### src/rtl/imem_loader_pkg.sv
// Shared types and constants for the boot-time instruction memory loader.
package imem_loader_pkg;

  typedef enum logic [2:0] {
    IDLE,
    COUNT,
    DATA,
    WRITE,
    CHECK
  } state_e;

  localparam logic [7:0] DEFAULT_SYNC_BYTE = 8'hA5;

endpackage

### src/rtl/imem_loader_if.sv
// Byte-stream input, instruction memory write port and core control of the loader.
interface imem_loader_if #(
  parameter int DATA_WIDTH = 32,
  parameter int ADDR_WIDTH = 8
);

  logic [7:0]            i_rx_data;
  logic                  i_rx_valid;
  logic                  o_rx_ready;
  logic                  o_imem_we;
  logic [ADDR_WIDTH-1:0] o_imem_addr;
  logic [DATA_WIDTH-1:0] o_imem_wdata;
  logic                  o_core_rst_n;
  logic                  o_busy;
  logic                  o_done;
  logic                  o_error;

  // The loader is the master: it drives the memory port and the core reset.
  modport master (
    input  i_rx_data, i_rx_valid,
    output o_rx_ready, o_imem_we, o_imem_addr, o_imem_wdata,
    output o_core_rst_n, o_busy, o_done, o_error
  );

  modport slave (
    output i_rx_data, i_rx_valid,
    input  o_rx_ready, o_imem_we, o_imem_addr, o_imem_wdata,
    input  o_core_rst_n, o_busy, o_done, o_error
  );

endinterface

### src/rtl/imem_loader.sv
// Receives a framed byte stream, writes little-endian words into instruction
// memory and releases the core from reset only after a matching checksum.
module imem_loader
  import imem_loader_pkg::*;
#(
  parameter int         DATA_WIDTH = 32,
  parameter int         ADDR_WIDTH = 8,
  parameter logic [7:0] SYNC_BYTE  = DEFAULT_SYNC_BYTE
) (
  input logic           i_clk,
  input logic           i_rst_n,
  imem_loader_if.master bus
);

  state_e                state_q, state_d;
  logic [DATA_WIDTH-1:0] word_q;
  logic [1:0]            byte_idx_q;
  logic [ADDR_WIDTH-1:0] addr_q;
  logic [7:0]            words_left_q;
  logic [7:0]            chk_q;
  logic                  core_rst_n_q;
  logic                  error_q;
  logic                  done_q;
  logic                  accept;

  assign accept = bus.i_rx_valid && bus.o_rx_ready;

  // Handshake and status are decoded from state alone, so rx inputs never
  // reach an output combinationally.
  assign bus.o_rx_ready   = (state_q != WRITE);
  assign bus.o_imem_we    = (state_q == WRITE);
  assign bus.o_busy       = (state_q != IDLE);
  assign bus.o_imem_addr  = addr_q;
  assign bus.o_imem_wdata = word_q;
  assign bus.o_core_rst_n = core_rst_n_q;
  assign bus.o_done       = done_q;
  assign bus.o_error      = error_q;

  always_ff @(posedge i_clk or negedge i_rst_n) begin
    if (!i_rst_n) state_q <= IDLE;
    else          state_q <= state_d;
  end

  // NOTE: state_d is assigned before the case so no path leaves it unassigned;
  // otherwise synthesis infers a latch to hold the previous value.
  always_comb begin
    state_d = state_q;
    case (state_q)
      IDLE:    if (accept && bus.i_rx_data == SYNC_BYTE) state_d = COUNT;
      COUNT:   if (accept) state_d = DATA;
      DATA:    if (accept && byte_idx_q == 2'd3) state_d = WRITE;
      WRITE:   state_d = (words_left_q == 8'd0) ? CHECK : DATA;
      CHECK:   if (accept) state_d = IDLE;
      default: state_d = IDLE;
    endcase
  end

  // NOTE: all state here uses non-blocking assignments so every register sees
  // the pre-edge values of the others, independent of statement order.
  always_ff @(posedge i_clk or negedge i_rst_n) begin
    if (!i_rst_n) begin
      word_q       <= '0;
      byte_idx_q   <= '0;
      addr_q       <= '0;
      words_left_q <= '0;
      chk_q        <= '0;
      core_rst_n_q <= 1'b0;
      error_q      <= 1'b0;
      done_q       <= 1'b0;
    end else begin
      done_q <= 1'b0;
      case (state_q)
        IDLE: begin
          if (accept && bus.i_rx_data == SYNC_BYTE) begin
            core_rst_n_q <= 1'b0;
            error_q      <= 1'b0;
            addr_q       <= '0;
            chk_q        <= '0;
            byte_idx_q   <= '0;
          end
        end
        COUNT: begin
          if (accept) words_left_q <= bus.i_rx_data;
        end
        DATA: begin
          // Shift right so the first byte of a group ends up in bits [7:0].
          if (accept) begin
            word_q     <= {bus.i_rx_data, word_q[DATA_WIDTH-1:8]};
            byte_idx_q <= byte_idx_q + 2'd1;
            chk_q      <= chk_q ^ bus.i_rx_data;
          end
        end
        WRITE: begin
          addr_q       <= addr_q + 1'b1;
          words_left_q <= words_left_q - 8'd1;
        end
        CHECK: begin
          if (accept) begin
            if (bus.i_rx_data == chk_q) begin
              done_q       <= 1'b1;
              core_rst_n_q <= 1'b1;
            end else begin
              error_q      <= 1'b1;
            end
          end
        end
        default: ;
      endcase
    end
  end

endmodule

### src/flat_wrapper.sv
// flat-port wrapper written by rule: the top's interface ports become plain ports
module imem_loader_flat import imem_loader_pkg::*;
#(
  parameter int         DATA_WIDTH = 32,
  parameter int         ADDR_WIDTH = 8,
  parameter logic [7:0] SYNC_BYTE  = DEFAULT_SYNC_BYTE
)
  (i_clk, i_rst_n, bus_i_rx_data, bus_i_rx_valid, bus_o_rx_ready, bus_o_imem_we, bus_o_imem_addr, bus_o_imem_wdata, bus_o_core_rst_n, bus_o_busy, bus_o_done, bus_o_error);
  imem_loader_if #(.DATA_WIDTH(DATA_WIDTH), .ADDR_WIDTH(ADDR_WIDTH)) bus_i ();
  input logic i_clk;
  input logic i_rst_n;
  input wire logic [$bits(bus_i.i_rx_data)-1:0] bus_i_rx_data;
  input wire logic [$bits(bus_i.i_rx_valid)-1:0] bus_i_rx_valid;
  output wire logic [$bits(bus_i.o_rx_ready)-1:0] bus_o_rx_ready;
  output wire logic [$bits(bus_i.o_imem_we)-1:0] bus_o_imem_we;
  output wire logic [$bits(bus_i.o_imem_addr)-1:0] bus_o_imem_addr;
  output wire logic [$bits(bus_i.o_imem_wdata)-1:0] bus_o_imem_wdata;
  output wire logic [$bits(bus_i.o_core_rst_n)-1:0] bus_o_core_rst_n;
  output wire logic [$bits(bus_i.o_busy)-1:0] bus_o_busy;
  output wire logic [$bits(bus_i.o_done)-1:0] bus_o_done;
  output wire logic [$bits(bus_i.o_error)-1:0] bus_o_error;
  assign bus_i.i_rx_data = bus_i_rx_data;
  assign bus_i.i_rx_valid = bus_i_rx_valid;
  assign bus_o_rx_ready = bus_i.o_rx_ready;
  assign bus_o_imem_we = bus_i.o_imem_we;
  assign bus_o_imem_addr = bus_i.o_imem_addr;
  assign bus_o_imem_wdata = bus_i.o_imem_wdata;
  assign bus_o_core_rst_n = bus_i.o_core_rst_n;
  assign bus_o_busy = bus_i.o_busy;
  assign bus_o_done = bus_i.o_done;
  assign bus_o_error = bus_i.o_error;
  imem_loader #(.DATA_WIDTH(DATA_WIDTH), .ADDR_WIDTH(ADDR_WIDTH), .SYNC_BYTE(SYNC_BYTE)) u_core (.i_clk(i_clk), .i_rst_n(i_rst_n), .bus(bus_i));
endmodule
### config.mk
export PLATFORM = sky130hd
export DESIGN_NAME = imem_loader_flat
export DESIGN_NICKNAME = d
export VERILOG_FILES = /design/src/rtl/imem_loader_pkg.sv /design/src/rtl/imem_loader_if.sv /design/src/rtl/imem_loader.sv /design/src/flat_wrapper.sv
export SDC_FILE = /design/constraint.sdc
export NUM_CORES = 1
export LEC_CHECK = 0
export CAP_MARGIN = 20
export CORE_ASPECT_RATIO = 0.7
export CORE_MARGIN = 1
export CORE_UTILIZATION = 35
export CTS_BUF_LIST = sky130_fd_sc_hd__clkbuf_8 sky130_fd_sc_hd__clkbuf_16
export DETAILED_ROUTE_END_ITERATION = 8
export PLACE_DENSITY = 0.6
export SYNTH_ARGS = -nofsm -noshare
export SYNTH_HDL_FRONTEND = slang
export SYNTH_SLANG_ARGS = --single-unit
### constraint.sdc
create_clock -name i_clk -period 1.37 [get_ports i_clk]
set_input_delay 0.274 -clock i_clk [delete_from_list [all_inputs] [get_ports i_clk]]
set_output_delay 0.274 -clock i_clk [all_outputs]
set_load 0.01 [all_outputs]
# Word-level counts from Yosys, hierarchy flattened
# Index checks and enable logic that the tools add are counted.
# classes
n_bitwise	1
muxes	25
reduce_logical	17
n_eq_ne	15
n_addsub	3
# op_table
cell	n
$pmux W8 S2	3
$mux W8	3
$mux W3	5
$pmux W3 S5	1
$ne A2 B1 Y1 const B	6
$reduce_and A4 Y1	3
$add A8 B1 Y8 const B	1
$eq A8 B8 Y1	1
$eq A8 B8 Y1 const B	1
$logic_not A8 Y1	1
$mux W1	8
$reduce_bool A2 Y1	4
$sub A8 B1 Y8 const B	1
$xor A8 B8 Y8	1
$eq A3 B2 Y1 const B	2
$reduce_and A2 Y1	3
$mux W2	2
$pmux W1 S2	2
$pmux W2 S2	1
$eq A3 B1 Y1 const B	1
$eq A3 B3 Y1 const B	1
$logic_and A1 B1 Y1	3
$logic_not A3 Y1	1
$ne A3 B2 Y1 const B	1
other kinds (5)	5
# totals
ff_bits	64
word_cells	70
output_inout_bits	46
input_bits	11

# Longest topological paths before layout
# Gate-level depths: netlist (run 1).
# depth
word_depth	5
mapped_depth	6
depth_no_buf	6

# Least setup slack after synthesis (run 1)
# Ideal clock, no wire load.
# synth_timing
kind	reg-to-reg
startpoint	register u_core.state_q[0]
endpoint	register u_core.byte_idx_q[1]
t_required_ns	1.245
synth_period_minus_slack_ns	1.482
setup_slack_ns	-0.112
stages_incl_launch_ff	6
setup_ns	0.125
n_path_buf	1
arrival_ns	1.357
path_cell_list	dfrtp_1 -> nand2b_4 -> buf_6 -> nor2_2 -> a21boi_4 -> mux2_4
# synth_via
elab_chain_len	5
word_cells_on_any_way	10
cone_classes	eq/ne: 4; mux: 1; reduce/logical: 5
# synth_rtl
element	line_no	text
start, declared	imem_loader.sv:15	state_e state_q, state_d;
start signal, assigned	imem_loader.sv:41	else state_q <= state_d;
$ne A3 B2 Y1	imem_loader.sv:30	assign bus.o_rx_ready = (state_q != WRITE);
$logic_and A1 B1 Y1	imem_loader.sv:26	assign accept = bus.i_rx_valid && bus.o_rx_ready;
$logic_and A1 B1 Y1	imem_loader.sv:74	if (accept && bus.i_rx_data == SYNC_BYTE) begin
$ne A2 B1 Y1 (no line)	--	
$reduce_and A3 Y1 (no line)	--	
end signal, assigned	imem_loader.sv:89	byte_idx_q <= byte_idx_q + 2'd1;
end, declared	imem_loader.sv:17	logic [1:0] byte_idx_q;
# Parallel ways exist; a longest one is shown, timed or not.
# A chain may end at the register's enable or synchronous reset.

# Worst setup path in the final report (run 1)
# layout_timing
startpoint	register u_core.state_q[2]
endpoint	register u_core.addr_q[7], in the netlist u_core.bus.o_imem_addr[7]
# layout_via
elab_chain_len	5
word_cells_on_any_way	9
cone_classes	eq/ne: 3; mux: 1; reduce/logical: 5
# layout_rtl
element	line_no	text
$ne A3 B2 Y1	imem_loader.sv:30	
$logic_and A1 B1 Y1	imem_loader.sv:26	
$logic_and A1 B1 Y1	imem_loader.sv:74	
$ne A2 B1 Y1 (no line)	--	
$reduce_and A2 Y1 (no line)	--	
end signal, assigned	imem_loader.sv:94	addr_q <= addr_q + 1'b1;
end, declared	imem_loader.sv:18	logic [ADDR_WIDTH-1:0] addr_q;
# Parallel ways exist; a longest one is shown, timed or not.

==> impl_metrics.json, run 1 <==
{
  "syn_area_sq_um": 2967,
  "timing.fmax_mhz": 636.6,
  "p_switching_uw": 1839,
  "synth-edff-count": 0,
  "status": "finished with violations",
  "io_pins": 57,
  "cts_tree": "done",
  "worst_ir_drop_vdd_uv": 760.9,
  "synth_most_common_cell": "dfrtp_1",
  "syn_inst": 252,
  "p_clk_share_pct": 35.2,
  "num_vias": 2413,
  "drt_iter0_drc": 103,
  "clock_latency_ps": 330,
  "power_uw": 6404,
  "finalWirelength_um": 7563,
  "p_per_area_nw_per_um2": 1388,
  "holdWs_ps": 477.1,
  "route.detailed.drc": 3,
  "cts_buffers": 9,
  "layout_setup_ws_ps": -200.7,
  "synth_nets": 266,
  "fin_nets": 380,
  "p_leak_uw": 0.002193,
  "ys_types": 53,
  "core_sq_um": 8040,
  "switching_share_pct": 28.72,
  "grt_pass1_vias": 2354,
  "internal_power_uw": 4565,
  "io_buffers": 56,
  "end_kind": "flip-flop",
  "gr-total-overflow": 0,
  "first_pass_iters": 6,
  "met1_length_um": 3532,
  "yosysSeqAreaShare_pct": 53.99,
  "hpwl_um": 4871,
  "area_delta_synth_final_pct": 55.50,
  "cts.path.max_buffers": 2,
  "crit_path_start_kind": "flip-flop",
  "setup_viol_count_final": 64,
  "p_comb_share_pct": 25.1,
  "gr-usage-all-layers_pct": 17.90,
  "grt_pass1_wl_um": 12120,
  "hp-class": "in -> async",
  "synth_top_area_share_pct": 53.99,
  "antenna_found_initial": 0,
  "yosys_warnings": 0,
  "violations": "design-rule violations, negative setup slack",
  "grt_max_degree": 65,
  "crit_path_max_fanout": 4,
  "critPathKind": "reg -> reg",
  "rsz0062_at_grt": "yes",
  "synth_ff_type": "dfrtp_1",
  "ant_nets": 0,
  "htreeDepth": 3,
  "wl_met2_um": 3569,
  "slew_headroom_pct": 76.62,
  "avgRoutedWirePerCell_um": 16.02,
  "tns_ps": -8578,
  "dr.max_layer_used": "met4",
  "min_period_ps": 1571,
  "tightest_slew_ps": 350.8,
  "place.gp.congestion": 0.8175,
  "avgSynthCellArea_sq_um": 11.77,
  "seqPwrFrac_pct": 39.8,
  "cp.arrival_ps": 1780,
  "synth_top_cell_by_area": "dfrtp_1",
  "die_width_um": 112.0,
  "vias_per_cell": 5.112,
  "row_count": 27,
  "dr_wl_met3_um": 341,
  "timing.final.crit_share_pct": 114.7,
  "dp.cells": 438,
  "synth_seq_cells": 64,
  "path_clk_slew_ps": 50,
  "synth.top_cells.by_count": "dfrtp_1 (64), mux2_2 (32), a21oi_1 (18)",
  "fp.dieH_um": 79.03,
  "skew_ps": 5.156,
  "final-instance-count-excl-fill": 472,
  "clkSinkCount": 64,
  "die_area_sq_um": 8854,
  "hold_viol": 0,
  "drv_slew": 0,
  "maxCapViolations": 0,
  "num_antenna_cells": 0,
  "clock-root-buffer": "clkbuf_16",
  "async_flop_share_pct": 100.0,
  "initial_utilization_pct": 36.90,
  "synthTopCellsByArea": "dfrtp_1 (54%), mux2_2 (12%), a21oi_1 (3.0%)",
  "required_ps": 1580,
  "rrSetupSlack_ps": -200,
  "final_layout_size_suffix_gt1_share_pct": 41.78
}
==> power groups by stage <==
stage	combinational, uW	clock, uW	sequential [uW]
after floorplan	566	0	2700
after global placement	1640	0	2570
after detailed placement	1660	0	2580
after CTS	1540	2300	2550
after global routing	1730	2370	2620
final	1600	2250	2550
==> final timing paths <==
| check | startpoint | to | cells past startpoint |
|---|---|---|---|
| worst max-delay path | u_core.state_q[2] | u_core.bus.o_imem_addr[7] | 7 |
| worst min-delay path | i_rst_n | u_core.bus.o_imem_addr[1] | 3 |
| worst max register to register | u_core.state_q[2] | u_core.bus.o_imem_addr[7] | 7 |
| worst min register to register | u_core.bus.o_core_rst_n | u_core.bus.o_core_rst_n | 1 |
| max in group asynchronous | i_rst_n | u_core.bus.o_imem_wdata[11] | 3 |
| min in group i_clk | u_core.bus.o_core_rst_n | u_core.bus.o_core_rst_n | 1 |
==> metrics by stage <==
stage | setup slack (ps) | instance area [sq um] | util, %
after floorplan | -98.12 | 2998 | -
after global placement | -450.4 | 3925 | 48.82
after detailed placement | -477.7 | 3925 | 48.82
after CTS | -195.6 | 4436 | 55.17
after global routing | -260.4 | 4613 | 57.38
final | -200.7 | 4613 | 57.38
==> registers in the layout, indices dropped and copies added, names as in the netlist <==
signal	count
u_core.state_q	3
u_core.bus.o_core_rst_n	1
u_core.byte_idx_q	2
u_core.words_left_q	8
u_core.bus.o_done	1
u_core.bus.o_imem_addr	8
u_core.chk_q	8
u_core.bus.o_imem_wdata	32
u_core.bus.o_error	1
==> layer usage <==
layer / vias up / GRT usage [%]
met2: 53 / 26.89
li1: 1147 / -
met4: 0 / 7.200
met5: - / 0
met1: 1203 / 25.11
met3: 10 / 4.046
==> placed cells by master, fill, tap and decap left out, types with 3 or more instances in the layout <==
master,count
inv_1,3
nand3_2,3
a21oi_4,3
clkdlybuf4s50_1,7
dlygate4sd2_1,44
nand2_1,12
a31oi_1,10
buf_6,20
a21oi_2,3
clkbuf_16,9
buf_4,36
dfrtp_1,63
nor3_4,3
or3_1,8
mux2_4,7
xnor2_1,8
nor2_1,7
nor2_4,5
nand4_1,5
nand3_1,3
mux2_2,26
o21ai_1,6
a21oi_1,12
==> cells by family after synthesis <==
group	after synthesis	synth area share, %
buffers and inverters	17	3.121
adders and majority gates	3	1.265
xor gates and xnor gates	9	2.657
muxes	35	13.33
AOI/OAI and AO/OA	53	11.60
and+or+nand+nor	71	14.04
DFF	64	53.99
==> critical path, stage by stage, from the launching register on <==
cell and delay, ps:
dfrtp_2 410, and3b_2 280, buf_6 120, inv_6 30, buf_6 110, or2_4 250
o211ai_1 160, o31ai_1 90
==> final cells by class <==
| type | count | area, sq um |
|---|---|---|
| clock buffers | 9 | 225.2 |
| clock inverters | 7 | 72.57 |
| fillers | 655 | 3427 |
| inverters | 6 | 27.53 |
| multi-input cells | 171 | 1520 |
| flip-flops and latches | 64 | 1603 |
| well taps | 101 | 126.4 |
| repair buffers | 114 | 1039 |
==> what timing repair did <==
item	in CTS	in global routing
endpoints found under the setup margin	106	68
cloned	1	0
hold buffers	1	0
pin swaps	15	16
endpoints found under the hold margin	64	0
buffers inserted	12	5
resized for setup	104	35
(Power assumes the default switching activity.)
==> inputs of run 2 (changes only) <==
--- a/config.mk
+++ b/config.mk
@@ -11,7 +11,8 @@
 export CORE_UTILIZATION = 35
 export CTS_BUF_LIST = sky130_fd_sc_hd__clkbuf_8 sky130_fd_sc_hd__clkbuf_16
 export DETAILED_ROUTE_END_ITERATION = 8
-export PLACE_DENSITY = 0.6
+export PLACE_DENSITY = 0.58
+export RECOVER_POWER = 25
 export SYNTH_ARGS = -nofsm -noshare
 export SYNTH_HDL_FRONTEND = slang
 export SYNTH_SLANG_ARGS = --single-unit
==> constraint.sdc (replaced) <==
create_clock -name i_clk -period 1.47 [get_ports i_clk]
set_input_delay 0.294 -clock i_clk [delete_from_list [all_inputs] [get_ports i_clk]]
set_output_delay 0.294 -clock i_clk [all_outputs]
set_load 0.01 [all_outputs]
==> impl_metrics.json, run 2 (synthesized netlist as in run 1, its figures left out) <==
{
  "status": "finished with violations",
  "violations": "design-rule violations, negative setup slack",
  "row_count": 27,
  "timing.fmax_mhz": 642.2,
  "clkSinkCount": 64,
  "finalWirelength_um": 8130,
  "gr-total-overflow": 0,
  "crit_start": "bus_i_rx_data[3]",
  "drt_iter0_drc": 186,
  "skew_ps": 5.809,
  "io_buffers": 56,
  "crit_path_start_kind": "input pin",
  "tightest_slew_ps": 824.3,
  "rsz0062_at_grt": "yes",
  "cts_buffers": 9,
  "hpwl_um": 4980,
  "clock-root-buffer": "clkbuf_16",
  "min_from": "u_core.bus.o_error",
  "num_vias": 2501,
  "timing.final.crit_share_pct": 105.9,
  "area_delta_synth_final_pct": 59.00,
  "grt_max_degree": 65,
  "antenna_found_initial": 0,
  "first_pass_iters": 7,
  "final_cell_mix": "dfrtp_1 (62), dlygate4sd2_1 (43), buf_4 (37)",
  "required_ps": 1680,
  "clock_latency_ps": 330,
  "end_kind": "flip-flop",
  "io_pins": 57,
  "largest_reg_flops": 32,
  "die_width_um": 112.0,
  "fin_nets": 385,
  "setup_viol_count_final": 48,
  "post-place-ws_ps": -394.7,
  "tns_ps": -2658,
  "critPathKind": "in -> reg",
  "final_layout_size_suffix_gt1_share_pct": 41.76,
  "slew_headroom_pct": 45.05,
  "hold_viol": 0,
  "cts.path.max_buffers": 2,
  "p_per_area_nw_per_um2": 1298,
  "avgRoutedWirePerCell_um": 17.04,
  "mostFrequentLayoutCell": "dfrtp_1",
  "gr-usage-all-layers_pct": 19.72,
  "grt_pass1_vias": 2408,
  "min_period_ps": 1557,
  "initial_utilization_pct": 36.90,
  "layout_setup_ws_ps": -87.10,
  "crit_path_max_fanout": 3,
  "ant_nets": 0,
  "hp-class": "reg -> reg",
  "fillers": 653,
  "route.detailed.drc": 2,
  "grt_pass1_wl_um": 13200,
  "cp.arrival_ps": 1770,
  "worst_ir_drop_vdd_uv": 734.3,
  "path_clk_slew_ps": 60,
  "die_area_sq_um": 8854,
  "htreeDepth": 3,
  "rr_startpoint": "u_core.state_q[2]",
  "core_sq_um": 8040,
  "place.gp.congestion": 0.8719,
  "maxCapViolations": 0,
  "num_antenna_cells": 0,
  "p_leak_uw": 0.002236,
  "drv_slew": 0,
  "fp.dieH_um": 79.03,
  "cts_tree": "done",
  "vias_per_cell": 5.243
}
==> run 2: worst paths after layout <==
path / slack, ps / cells past startpoint / end
min reg2reg: 470 / 2 / u_core.bus.o_error
max reg2reg: -80 / 6 / u_core.bus.o_imem_wdata[17]
max in group asynchronous: 210 / 3 / u_core.words_left_q[3]
max: -90 / 5 / u_core.byte_idx_q[1]
min in group asynchronous: 670 / 3 / u_core.state_q[2]
min: 470 / 2 / u_core.bus.o_error
==> run 2: power breakdown <==
group	internal (uW)	leakage, uW	total (uW)	switching, uW
combinational	946	0.00127	1610	668
sequential	2120	0.000814	2400	279
clock	1310	0.000147	2110	797
total	4380	0.00224	6120	1740
==> run 2: metrics by stage <==
step | util [%] | power (uW) | hold slack, ps | std cells | area (sq um)
2_1_floorplan | - | 3034 | -1.591 | 252 | 2972
3_3_place_gp | 48.62 | 3914 | 340.7 | 437 | 3909
3_5_place_dp | 48.62 | 3947 | 338.2 | 437 | 3909
4_1_cts | 56.44 | 6106 | 474.3 | 473 | 4538
5_1_grt | 58.67 | 6438 | 498.3 | 477 | 4717
6_report | 58.67 | 6123 | 473.9 | 477 | 4717
==> run 2: cell type report <==
type	count	area (sq um)	area share, %
Clock buffer	9	225.2	4.775
Clock inverter	7	72.57	1.538
Inverter	6	25.02	0.5305
Multi-Input combinational cell	171	1531	32.47
Sequential cell	64	1604	34.01
Tap cell	101	126.4	2.679
Timing Repair Buffer	119	1132	24.01
==> run 2: critical path, stage by stage <==
cell and delay, ps:
clkdlybuf4s50_1 480, nor4b_4 340, nand2_2 120, a21boi_4 210, mux2_4 310
==> run 2: metal layers <==
layer | global-route usage (%) | part of all wire, % | vias up
met1 | 28.83 | 48 | 1253
met4 | 4.400 | 0.63 | 0
met5 | 0 | 0 | -
met3 | 5.725 | 5.7 | 8
li1 | - | - | 1154
met2 | 28.70 | 46 | 86
==> run 2: what timing repair did <==
action / in CTS / in global routing
endpoints found under the hold margin: 60 / 0
endpoints found under the setup margin: 97 / 60
hold buffers: 1 / 0
resized for setup: 109 / 43
cloned: 4 / 1
pin swaps: 11 / 27
setup buffers: 19 / 4
